==> src/rtl/piso_tx_ctrl_pkg.sv <==
// Shared definitions for the piso_tx_ctrl serializer slice:
// controller state encoding and a constant-evaluable ceil(log2) helper.
package piso_tx_ctrl_pkg;

   typedef enum logic [1:0] {
      ST_IDLE  = 2'd0,
      ST_SHIFT = 2'd1,
      ST_GAP   = 2'd2
   } state_t;

   // Ceiling log2, usable in localparam expressions.
   function automatic int unsigned clog2(input int unsigned v);
      int unsigned r;
      r = 0;
      for (int unsigned i = 0; i < 32; i++) begin
         if ((64'd1 << i) < 64'(v)) r = i + 1;
      end
      return r;
   endfunction

endpackage

==> src/rtl/piso_shreg.sv <==
// Parallel-in/serial-out shift register datapath. Load has priority over
// shift so a reload on the final beat of a word starts the next word cleanly.
module piso_shreg
   import piso_tx_ctrl_pkg::*;
#(
   parameter int unsigned WIDTH     = 4,
   parameter bit          MSB_FIRST = 1'b1
) (
   input  logic             clk,
   input  logic             rst,
   input  logic             load,
   input  logic             shift_en,
   input  logic [WIDTH-1:0] din,
   output logic             sbit
);

   logic [WIDTH-1:0] r_sr;

   // Shift register: load a word, or move the next bit into the output slot.
   always_ff @(posedge clk or posedge rst) begin
      if (rst) begin
         r_sr <= '0;
      end else if (load) begin
         r_sr <= din;
      end else if (shift_en) begin
         if (MSB_FIRST) r_sr <= {r_sr[WIDTH-2:0], 1'b0};
         else           r_sr <= {1'b0, r_sr[WIDTH-1:1]};
      end
   end

   assign sbit = MSB_FIRST ? r_sr[WIDTH-1] : r_sr[0];

endmodule

==> src/rtl/piso_tx_ctrl.sv <==
// Handshaked serializer controller: accepts parallel words on a valid/ready
// input and emits them one bit per beat on a valid/ready serial port, with an
// optional forced idle gap between words or zero-bubble streaming when GAP=0.
module piso_tx_ctrl
   import piso_tx_ctrl_pkg::*;
#(
   parameter int unsigned WIDTH     = 4,
   parameter bit          MSB_FIRST = 1'b1,
   parameter int unsigned GAP       = 0
) (
   input  logic             clk,
   input  logic             rst,
   input  logic             in_valid,
   output logic             in_ready,
   input  logic [WIDTH-1:0] din,
   input  logic             sout_ready,
   output logic             sout_valid,
   output logic             sout,
   output logic             sout_first,
   output logic             sout_last,
   output logic             busy
);

   localparam int unsigned    CW         = clog2(WIDTH);
   localparam int unsigned    GW         = (clog2(GAP + 1) < 1) ? 1 : clog2(GAP + 1);
   localparam logic [CW-1:0]  CNT_LAST   = CW'(WIDTH - 1);
   localparam logic [GW-1:0]  GAP_RELOAD = (GAP > 0) ? GW'(GAP - 1) : '0;
   localparam bit             BACK2BACK  = (GAP == 0);

   state_t          r_state, w_state_nxt;
   logic [CW-1:0]   r_cnt, w_cnt_nxt;
   logic [GW-1:0]   r_gcnt, w_gcnt_nxt;
   logic            r_first, w_first_nxt;
   logic            w_accept, w_beat, w_cnt_zero, w_sbit;

   assign w_cnt_zero = (r_cnt == '0);
   assign in_ready   = !rst && ((r_state == ST_IDLE) ||
                       (BACK2BACK && (r_state == ST_SHIFT) && w_cnt_zero && sout_ready));
   assign sout_valid = (r_state == ST_SHIFT);
   assign sout       = sout_valid & w_sbit;
   assign sout_first = sout_valid & r_first;
   assign sout_last  = sout_valid & w_cnt_zero;
   assign busy       = (r_state != ST_IDLE);
   assign w_accept   = in_valid & in_ready;
   assign w_beat     = sout_valid & sout_ready;

   // Controller state, bit counter, gap counter and first-bit flag.
   always_ff @(posedge clk or posedge rst) begin
      if (rst) begin
         r_state <= ST_IDLE;
         r_cnt   <= '0;
         r_gcnt  <= '0;
         r_first <= 1'b0;
      end else begin
         r_state <= w_state_nxt;
         r_cnt   <= w_cnt_nxt;
         r_gcnt  <= w_gcnt_nxt;
         r_first <= w_first_nxt;
      end
   end

   // Next-state logic; counters hold when no beat so a stall freezes the bit.
   always_comb begin
      w_state_nxt = r_state;
      w_cnt_nxt   = r_cnt;
      w_gcnt_nxt  = r_gcnt;
      w_first_nxt = r_first;
      case (r_state)
         ST_IDLE: begin
            if (w_accept) begin
               w_state_nxt = ST_SHIFT;
               w_cnt_nxt   = CNT_LAST;
               w_first_nxt = 1'b1;
            end
         end
         ST_SHIFT: begin
            if (w_beat) begin
               w_first_nxt = 1'b0;
               if (!w_cnt_zero) begin
                  w_cnt_nxt = r_cnt - 1'b1;
               end else if (w_accept) begin
                  w_cnt_nxt   = CNT_LAST;
                  w_first_nxt = 1'b1;
               end else if (!BACK2BACK) begin
                  w_state_nxt = ST_GAP;
                  w_gcnt_nxt  = GAP_RELOAD;
               end else begin
                  w_state_nxt = ST_IDLE;
               end
            end
         end
         ST_GAP: begin
            if (r_gcnt == '0) w_state_nxt = ST_IDLE;
            else              w_gcnt_nxt  = r_gcnt - 1'b1;
         end
         default: w_state_nxt = ST_IDLE;
      endcase
   end

   piso_shreg #(
      .WIDTH     (WIDTH),
      .MSB_FIRST (MSB_FIRST)
   ) u_shreg (
      .clk      (clk),
      .rst      (rst),
      .load     (w_accept),
      .shift_en (w_beat),
      .din      (din),
      .sbit     (w_sbit)
   );

endmodule

==> config.mk <==
export PLATFORM = sky130hd
export DESIGN_NAME = piso_tx_ctrl
export DESIGN_NICKNAME = d
export VERILOG_FILES = /design/src/rtl/piso_tx_ctrl_pkg.sv /design/src/rtl/piso_shreg.sv /design/src/rtl/piso_tx_ctrl.sv
export SDC_FILE = /design/constraint.sdc
export NUM_CORES = 1
export LEC_CHECK = 0
export BUFFER_PORTS_ARGS = -buffer_cell sky130_fd_sc_hd__buf_2
export CAP_MARGIN = 20
export CELL_PAD_IN_SITES_DETAIL_PLACEMENT = 0
export CELL_PAD_IN_SITES_GLOBAL_PLACEMENT = 1
export CORE_AREA = 10 10 47 49
export CTS_CLUSTER_DIAMETER = 30
export DETAILED_ROUTE_END_ITERATION = 6
export DIE_AREA = 0 0 57 59
export PLACE_DENSITY = 0.8
export REMOVE_ABC_BUFFERS = 1
export SLEW_MARGIN = 30
export SYNTH_ARGS = -nofsm -noshare
export SYNTH_HDL_FRONTEND = slang
export SYNTH_SLANG_ARGS = --single-unit
==> constraint.sdc <==
create_clock -name clk -period 3 [get_ports clk]
set_input_delay 0.6 -clock clk [delete_from_list [all_inputs] [get_ports clk]]
set_output_delay 0.6 -clock clk [all_outputs]
set_load 0.01 [all_outputs]
* Word-level counts from Yosys, hierarchy flattened
Index checks and enable logic that the tools add are counted.
** Word-level totals
- Bits in registers :: 10
- Input port bits :: 8
- Logic and storage cells :: 50
** Cells by class
- Add/subtract/negate cells :: 2
- Equal/unequal tests :: 7
- Muxes and demuxes :: 18
- Bitwise logic cells :: 5
- Reductions and logical operators :: 13
** Operators with widths (count)
- 2-bit two-way mux :: 8
- 4-bit two-way mux :: 2
- 2-bit by 1-bit != test with 1-bit output, second input constant :: 3
- 2-bit one-hot mux with 3 select lines :: 1
- 2-bit nonzero test :: 3
- 1-bit bitwise AND :: 5
- 1-bit two-way mux :: 5
- 5-bit AND reduction :: 1
- 2-bit logical NOT :: 2
- 2-bit != test, second input constant :: 2
- 2-bit one-hot mux with 2 select lines :: 1
- 1-bit logical AND :: 3
- 3-bit AND reduction :: 1
- 2-bit by 1-bit == test with 1-bit output, second input constant :: 1
- 2-bit == test, second input constant :: 1
- 1-bit one-hot mux with 2 select lines :: 1
- 2-bit AND reduction :: 1
- 2-bit by 1-bit subtractor with 2-bit output, second input constant :: 1
- 1-bit logical NOT :: 1
- 1-bit logical OR :: 1
- 1-bit subtractor, second input constant :: 1

* Logic depth before layout (Yosys ltp)
Gate-level depths: netlist of run 1.
- Word-level depth :: 10
- Depth in mapped cells :: 3

* Hierarchy
From an unflattened synthesis of run 1, not the netlist that was laid out.
** Second synthesis, totals
- Cell total of the unflattened synthesis :: 41
- Area total of the unflattened synthesis :: 411.6 µm²
** Modules (own cells, without submodules)
- piso_tx_ctrl :: instances 1, cells an instance 24, area each 236.5 µm²
- piso_shreg :: instances 1, cells an instance 17, area each 175.2 µm²

* Least setup slack after synthesis of run 1
Ideal clock, no wire load.
- Path kind :: input port to output port
- Start point :: input port sout_ready
- End point :: output port in_ready
- Arrival time :: 1262 ps
- Data required time :: 2400 ps
- Slack :: 1138 ps
- Stages :: 2
- Cells stage by stage :: or3b_4 > a21oi_1
** Between the ends
- Word-level cells in the longest chain between the ends :: 3
** Ends and longest elaborated chain
- start: declaration :: RTL line piso_tx_ctrl.sv:16 : input logic sout_ready,
- 1-bit logical AND :: RTL line piso_tx_ctrl.sv:38 : (BACK2BACK && (r_state == ST_SHIFT) && w_cnt_zero && sout_ready));
- 1-bit logical OR :: RTL line piso_tx_ctrl.sv:37 : assign in_ready = !rst && ((r_state == ST_IDLE) ||
- 1-bit logical AND :: RTL line piso_tx_ctrl.sv:37
- end: declaration :: RTL line piso_tx_ctrl.sv:14 : output logic in_ready,
No other way between the ends.

* Final worst setup path of run 1
Ends and elaborated chain as after synthesis.

==> metrics.sh, run 1 <==
CRITPATHREQUIREDTIME_NS=2.40
REGISTER_SHARE_OF_TOTAL_POWER=0.434
DETAIL_ROUTE.WL_PER_CELL_UM=13.77
SYNTH_AREA_LEADERS='sky130_fd_sc_hd__dfrtp_1 41%, sky130_fd_sc_hd__a2111oi_4 5.7%, sky130_fd_sc_hd__a211oi_1 4.6%'
REPORT.FINAL.HOLD_VIOL_COUNT=0
POST_CTS.RESIZED_INSTANCES=0
P_LEAK_nW=0.2646
DPL_CELL_AREA_UM2=560.5
TRITONCTS.NUM_BUFFERS=3
PLACE_CONGESTION=0.7788
POST-ROUTE-DRC-COUNT=0
SYNTH_TOP_CELL_BY_AREA='sky130_fd_sc_hd__dfrtp_1'
POST_SYNTHESIS_INSTANCE_TOTAL=48
PORTBUFFERS=13
DIEWIDTH_UM=57
GROUTE.USAGE.OVERALL=0.06696
SYNTH_COMPOUND_AREA_FRAC=0.2519
CORE.ROWCOUNT=14
DIE_H_UM=59
POWER_SWITCHING_W=0.0002154
POWER_DENSITY_nW_PER_UM2=915.3
SLOWEST_STAGE='sky130_fd_sc_hd__or3b_4'
WORST-R2R-CELL-COUNT=3
SYNTH_MUX_AREA_FRAC=0.07455
STDCELL_COUNT=78
YOSYSUNIQUECELLTYPES=26
CRIT_CHAIN='buf_2 > or3b_4 > a21oi_1 > buf_2'
MOSTFREQUENTLAYOUTCELLS='13 x sky130_fd_sc_hd__buf_2, 8 x sky130_fd_sc_hd__dfrtp_1, 5 x sky130_fd_sc_hd__nand2_1'
LAYOUT.NETS=72
FLOW.AREA_GROWTH_FROM_SYNTHESIS_PCT=19.79
CTS_NUM_SINKS=8
ARRIVAL_NS=1.49
REPORT.FINAL.SETUP_VIOL=0
FILLER_CELL_COUNT=145
GRT_ANTENNA_BEFORE_REPAIR=0
PLACEABLECOREAREA_UM2=1401
YOSYSWARNINGCOUNT=0
FINAL_LAYOUT_SIZE_SUFFIX_GT1_FRAC=0.3387
FINAL_MIN_PERIOD_OVER_CLOCK_PERIOD=0.6977
IO_PINS=14
WORST-R2R-SETUP-SLACK_NS=1.32
OUTCOME='complete, no violations'
FINAL_CORE_UTILIZATION=0.4161
YOSYS.AREA_SHARE.ADDER=0
POST-ROUTE-WORST-SETUP-SLACK_NS=0.9070
CTS_ROOT_BUF='sky130_fd_sc_hd__clkbuf_4'
FINALSETUPTNS_NS=0
MAX_CAP_VIOL=0
TIMING_WORST_SLEW_PIN_VALUE_NS=0.6156
CLK_PIN_SLEW_WORST_PATHS_NS=0.06
TIMING.HOLD.WORST.CLASS='input port to async pin'
GRT_FIRST_PASS_WIRELENGTH_MM=1.828
DRT_PASS1_ITERATIONS=6
TIMING.CLOCK.SKEW_NS=0.01084
SWSHARE=0.4036
DETAILEDROUTE.FIRSTITERATIONVIOLATIONS=6
NUMBER_OF_FLIP_FLOPS_AND_LATCHES_IN_THE_SYNTHESIZED_NETLIST=8
FMAX_GHz=0.4778
INITIAL_UTILIZATION=0.3473
CLK-INSERTION-DELAY-LATE_NS=0.26
XOR_XNOR_SHARE_OF_THE_SYNTHESIZED_AREA=0
P_INT_W=0.0003183
POWER.IR.VDD_WORST_V=0.0004480
SYNTH_TOP_FAMILY_BY_AREA='compound AO/OA/AOI/OAI gates'
TRITONCTS_CLOCK_TREE='built'
SYNTH.YOSYS.SEQ_AREA_SHARE=0.4113
PWR-SHARE-CLK=0.162
PLACEMENT.SETUP.WORST_SLACK_NS=0.9002
POSTROUTEANTENNANETS=0
CTS-HTREE-LEVELS=1
VIAS_IN_THE_FIRST_GLOBAL_ROUTE=430
GRT_SETUP_UNREPAIRED='false'
SYNTH.CELL_AREA_UM2=486.7
LAYOUT_COMMONEST_CELL='sky130_fd_sc_hd__buf_2'
CP-END-KIND='output port'
ANTENNA_CELLS_INSERTED=0
CLOCKBUFFERDEPTH=2
CRITICAL_REGISTER_TO_REGISTER_PATH_STARTPOINT='r_state[0]'
DETAILEDPLACEMENTHPWL_UM=819.1
NUM_VIAS=422
REPORT.FINAL.SLEW_VIOL_COUNT=0
FP.DIEAREA_UM2=3363
POST_CTS.REPAIR.SETUP_BUFFERS=0
TIMING.MAX_SLEW.REL_SLACK=0.5896
GLOBAL_ROUTE.OVERFLOW_TOTAL=0
WORST-PATH-MAX-FANOUT=7
CRITPATHLAUNCHTYPE='input port'
YOSYS_TOP_CELL_AREA_SHARE=0.4113
FINAL_WORST_PATH_PERIOD_NEED_NS=2.093
DETAIL_ROUTE.VIAS_PER_CELL=5.410
DRT-TOTAL-WL_MM=1.074
LARGEST_STAGE_DELAY_ON_THE_CRITICAL_PATH_NS=0.45
DPL.CELL_COUNT=75
POWER_FRAC_COMB=0.404
CRITICAL_PATH.REG2REG.ENDPOINT='u_shreg.r_sr[2]'
CP_COMMON_CELL='sky130_fd_sc_hd__buf_2'
COUNT_OF_HOLD_BUFFERS_INSERTED_BY_POST_CTS_REPAIR=0
SYNTHSIMPLEGATEAREAFRAC=0.2237
AVGSYNTHCELLAREA_UM2=10.14
WORST-SETUP-PATH-TYPE='input port to output port'
GRT_MAX_DEGREE=19
FINAL_DESIGN_AREA_NO_FILL_UM2=583.1
==> worst max-delay path by stage <==
stage,startpoint,endpoint,slack (ns),cells past startpoint
2_1_floorplan,sout_ready,in_ready,1.14,2
3_3_place_gp,sout_ready,in_ready,0.91,4
3_5_place_dp,sout_ready,in_ready,0.90,4
4_1_cts,sout_ready,in_ready,0.90,4
5_1_grt,sout_ready,in_ready,0.83,4
6_report,sout_ready,in_ready,0.91,4
==> per-layer routing <==
metal,vias to the layer above,global-route usage,routed length [um]
li1,205,-,-
met4,0,0.05034,21
met5,-,0,0
met3,3,0.01717,56
met2,14,0.09457,451
met1,200,0.08454,544
==> power groups by stage <==
stage          Clock (W)  Combinational, W  Sequential, W
6_report       0.0000866          0.000216       0.000231
5_1_grt        0.0000951          0.000244       0.000243
4_1_cts        0.0000872          0.000223       0.000230
3_5_place_dp           0          0.000221       0.000232
3_3_place_gp           0          0.000218       0.000232
2_1_floorplan          0          0.000151       0.000220
==> logic make-up (layout without fill, tap and decap cells) <==
kind of cell,count (synthesis),in the layout
AOI/OAI and AO/OA,13,13
buffers and inverters,4,18
DFF,8,8
muxes,3,3
and+or+nand+nor,20,20
==> worst max-delay path, delay by kind of cell <==
kind / cells / cell delay (ns)
AOI/OAI and AO/OA: 1 / 0.16
and+or+nand+nor: 1 / 0.45
buffers and inverters: 2 / 0.28
==> flip-flops by register name, summed over array words and instances, names as in the netlist <==
name	flops
u_shreg.r_sr	4
r_cnt	2
r_first	1
r_state	1
==> area by class of cell <==
cell class | count | area [um2] | share of cell area
multi-input combinational | 36 | 267.8 | 0.4592
clock buffer | 3 | 22.52 | 0.03863
timing repair buffer | 13 | 65.06 | 0.1116
sequential | 8 | 200.2 | 0.3433
inverter | 2 | 7.507 | 0.01288
tap | 16 | 20.02 | 0.03433
==> Yosys cell counts <==
cell type / n
sky130_fd_sc_hd__mux2_2: 1
sky130_fd_sc_hd__a311oi_1: 1
sky130_fd_sc_hd__a21oi_4: 1
sky130_fd_sc_hd__nor2_1: 3
sky130_fd_sc_hd__a21o_1: 1
sky130_fd_sc_hd__mux2i_1: 1
sky130_fd_sc_hd__and2_1: 3
sky130_fd_sc_hd__buf_4: 1
sky130_fd_sc_hd__a2111oi_4: 1
sky130_fd_sc_hd__a211oi_1: 3
sky130_fd_sc_hd__inv_1: 2
sky130_fd_sc_hd__a21oi_1: 1
sky130_fd_sc_hd__a31oi_1: 1
sky130_fd_sc_hd__o21ai_0: 2
sky130_fd_sc_hd__nor2b_1: 2
sky130_fd_sc_hd__clkbuf_1: 1
sky130_fd_sc_hd__a2111oi_1: 1
sky130_fd_sc_hd__o2bb2ai_1: 1
sky130_fd_sc_hd__and3b_1: 1
sky130_fd_sc_hd__nand3_1: 1
sky130_fd_sc_hd__mux2_4: 1
sky130_fd_sc_hd__nand2_1: 5
sky130_fd_sc_hd__or3b_4: 1
sky130_fd_sc_hd__dfrtp_1: 8
sky130_fd_sc_hd__nor3_1: 2
sky130_fd_sc_hd__nand2b_1: 2
==> per-stage QoR <==
step | power, W | hold slack, ns
2_1_floorplan | 0.0003708 | 0.4157
4_1_cts | 0.0005403 | 0.3148
3_3_place_gp | 0.0004505 | 0.4541
5_1_grt | 0.0005819 | 0.3340
3_5_place_dp | 0.0004525 | 0.4624
6_report | 0.0005337 | 0.3013
(Power assumes the default switching activity.)
==> run 2: changes to the inputs <==
- CORE_AREA: 10 10 47 49 -> unset
- CORE_MARGIN: unset -> 10
- CORE_UTILIZATION: unset -> 32
- DIE_AREA: 0 0 57 59 -> unset
- PLACE_DENSITY: 0.8 -> 0.75
- clock period: 3 -> 1.9 ns (I/O delays scaled with it)
==> metrics.sh, run 2 (synthesized netlist as in run 1, its figures left out) <==
GRT_ANTENNA_BEFORE_REPAIR=0  # unchanged
DIE_H_UM=59  # unchanged
DETAIL_ROUTE.VIAS_PER_CELL=5.152  # -4.8%
REPORT.FINAL.SETUP_VIOL=0  # unchanged
WORST-SETUP-PATH-TYPE='register to output port'
GRT_FIRST_PASS_WIRELENGTH_MM=1.904  # +4.2%
INITIAL_UTILIZATION=0.3308  # -0.01654
DRT_PASS1_ITERATIONS=4  # -2
TIMING.CLOCK.SKEW_NS=0.002002  # -0.008843 ns
VIAS_IN_THE_FIRST_GLOBAL_ROUTE=424  # -1.4%
CRITPATHLAUNCHTYPE='register'
PORTBUFFERS=13  # unchanged
ARRIVAL_NS=1.43  # -0.06 ns
FINALSETUPTNS_NS=0  # unchanged
CRITPATHREQUIREDTIME_NS=1.52  # -0.88 ns
PLACE_CONGESTION=0.7524  # -3.4%
WORST-PATH-MAX-FANOUT=6  # -1
POWER_DENSITY_nW_PER_UM2=1440  # +57%
WORST-R2R-CELL-COUNT=3  # unchanged
P_LEAK_nW=0.2682  # +1.4%
LAYOUT.NETS=73  # +1.4%
GRT_SETUP_UNREPAIRED='false'
CTS_NUM_SINKS=8  # unchanged
LAYOUT_COMMONEST_CELL='sky130_fd_sc_hd__buf_2'
FINAL_CORE_UTILIZATION=0.4048  # -0.01131
DETAIL_ROUTE.WL_PER_CELL_UM=14.18  # +3.0%
IO_PINS=14  # unchanged
GROUTE.USAGE.OVERALL=0.07038  # +0.003423
REPORT.FINAL.SLEW_VIOL_COUNT=0  # unchanged
MAX_CAP_VIOL=0  # unchanged
POWER.IR.VDD_WORST_V=0.0004914  # +9.7%
LARGEST_REGISTER_FF_COUNT=4  # unchanged
CORE.ROWCOUNT=14  # unchanged
FILLER_CELL_COUNT=165  # +14%
TIMING.HOLD.WORST.CLASS='input port to async pin'
DETAILEDPLACEMENTHPWL_UM=891.3  # +8.8%
FP.DIEAREA_UM2=3481  # +3.5%
SEQUENTIAL_CELL_AREA_UM2=201.4  # +0.62%
GLOBAL_ROUTE.OVERFLOW_TOTAL=0  # unchanged
HOLD-WORST-SLACK_NS=0.1046  # -0.1967 ns
CLK-INSERTION-DELAY-LATE_NS=0.25  # about the same
DIEWIDTH_UM=59  # +3.5%
CTS-HTREE-LEVELS=1  # unchanged
REPORT.FINAL.HOLD_VIOL_COUNT=0  # unchanged
OUTCOME='complete, no violations'
NUM_VIAS=407  # -3.6%
DRT-TOTAL-WL_MM=1.120  # +4.3%
CLK_PIN_SLEW_WORST_PATHS_NS=0.06  # about the same
TRITONCTS_CLOCK_TREE='built'
COUNT_OF_HOLD_BUFFERS_INSERTED_BY_POST_CTS_REPAIR=0  # unchanged
ANTENNA_CELLS_INSERTED=0  # unchanged
FINAL_LAYOUT_SIZE_SUFFIX_GT1_FRAC=0.3810  # +0.04224
FINAL_WORST_PATH_PERIOD_NEED_NS=1.809
FMAX_GHz=0.5527
BIGGESTREGSBYFLOPS='u_shreg.r_sr x4, r_cnt x2'
TIMING.MAX_SLEW.REL_SLACK=0.7414  # +0.1518
CLOCKBUFFERDEPTH=2  # unchanged
PLACEABLECOREAREA_UM2=1471  # +5.0%
MULTIINPUTGATEAREA_UM2=271.5  # +1.4%
POST-ROUTE-DRC-COUNT=0  # unchanged
CP-END-KIND='output port'
GRT_MAX_DEGREE=18  # -1
MAX_FLOP_REGISTER='u_shreg.r_sr'
CTS_ROOT_BUF='sky130_fd_sc_hd__clkbuf_4'
MOSTFREQUENTLAYOUTCELLS='13 x sky130_fd_sc_hd__buf_2, 7 x sky130_fd_sc_hd__dfrtp_1, 5 x sky130_fd_sc_hd__nand2_1'
FINAL_MIN_PERIOD_OVER_CLOCK_PERIOD=0.9523
DETAILEDROUTE.FIRSTITERATIONVIOLATIONS=7  # +1
TIMING_WORST_SLEW_PIN_VALUE_NS=0.3871  # -0.2285 ns
FLOW.AREA_GROWTH_FROM_SYNTHESIS_PCT=22.36
POSTROUTEANTENNANETS=0  # unchanged
TRITONCTS.NUM_BUFFERS=3  # unchanged
[run 2: power by group]
group | leakage (nW) | total (W) | switching (W) | internal [W]
clock | 0.0138 | 0.000130 | 0.0000577 | 0.0000723
sequential | 0.0946 | 0.000320 | 0.0000650 | 0.000255
combinational | 0.160 | 0.000408 | 0.000215 | 0.000193
[run 2: path summary, 6_finish.rpt]
| path | startpoint | to | slack [ns] |
|---|---|---|---|
| setup / recovery | r_cnt[0] | in_ready | 0.09 |
| hold / removal | rst | u_shreg.r_sr[1] | 0.10 |
| setup reg to reg | r_cnt[0] | u_shreg.r_sr[2] | 0.35 |
| hold reg to reg | r_first | r_first | 0.47 |
| max in group asynchronous | rst | r_cnt[0] | 1.54 |
| min in group clk | din[0] | u_shreg.r_sr[0] | 0.34 |
[run 2: critical path, cell delays in order, from the launching register on]
cell and delay [ns]:
sky130_fd_sc_hd__dfrtp_2 0.44, sky130_fd_sc_hd__or3b_4 0.46, sky130_fd_sc_hd__a21oi_2 0.15, sky130_fd_sc_hd__buf_2 0.14
[run 2: metal layers]
| layer | global-route usage | vias up | wire [um] |
|---|---|---|---|
| met5 | 0 | - | 0 |
| met4 | 0.06885 | 0 | 27 |
| met3 | 0.02575 | 2 | 67 |
| met2 | 0.1111 | 8 | 529 |
| met1 | 0.06863 | 193 | 495 |
| li1 | - | 204 | - |
[run 2: metrics by stage]
stage	power [W]	instance area, um2	cells	setup slack [ns]
6_report	0.0008579	595.6	79	0.09061
5_1_grt	0.0009352	595.6	79	0.03572
4_1_cts	0.0008649	590.6	79	0.06312
3_5_place_dp	0.0007329	568.0	76	0.2526
3_3_place_gp	0.0007281	568.0	76	0.2532
2_1_floorplan	0.0005855	475.5	46	0.2961
[run 2: timing repair]
item                                    CTS  global route
gates resized for setup                   0             2
endpoints found under the setup margin    0             1
buffers inserted                          0             0
[run 2: layout make-up]
class                      instances  share of cell area
multi-input combinational         36              0.4559
clock buffer                       3             0.03782
tap                               16             0.03361
sequential                         8              0.3382
inverter                           2             0.01261
timing repair buffer              14              0.1218
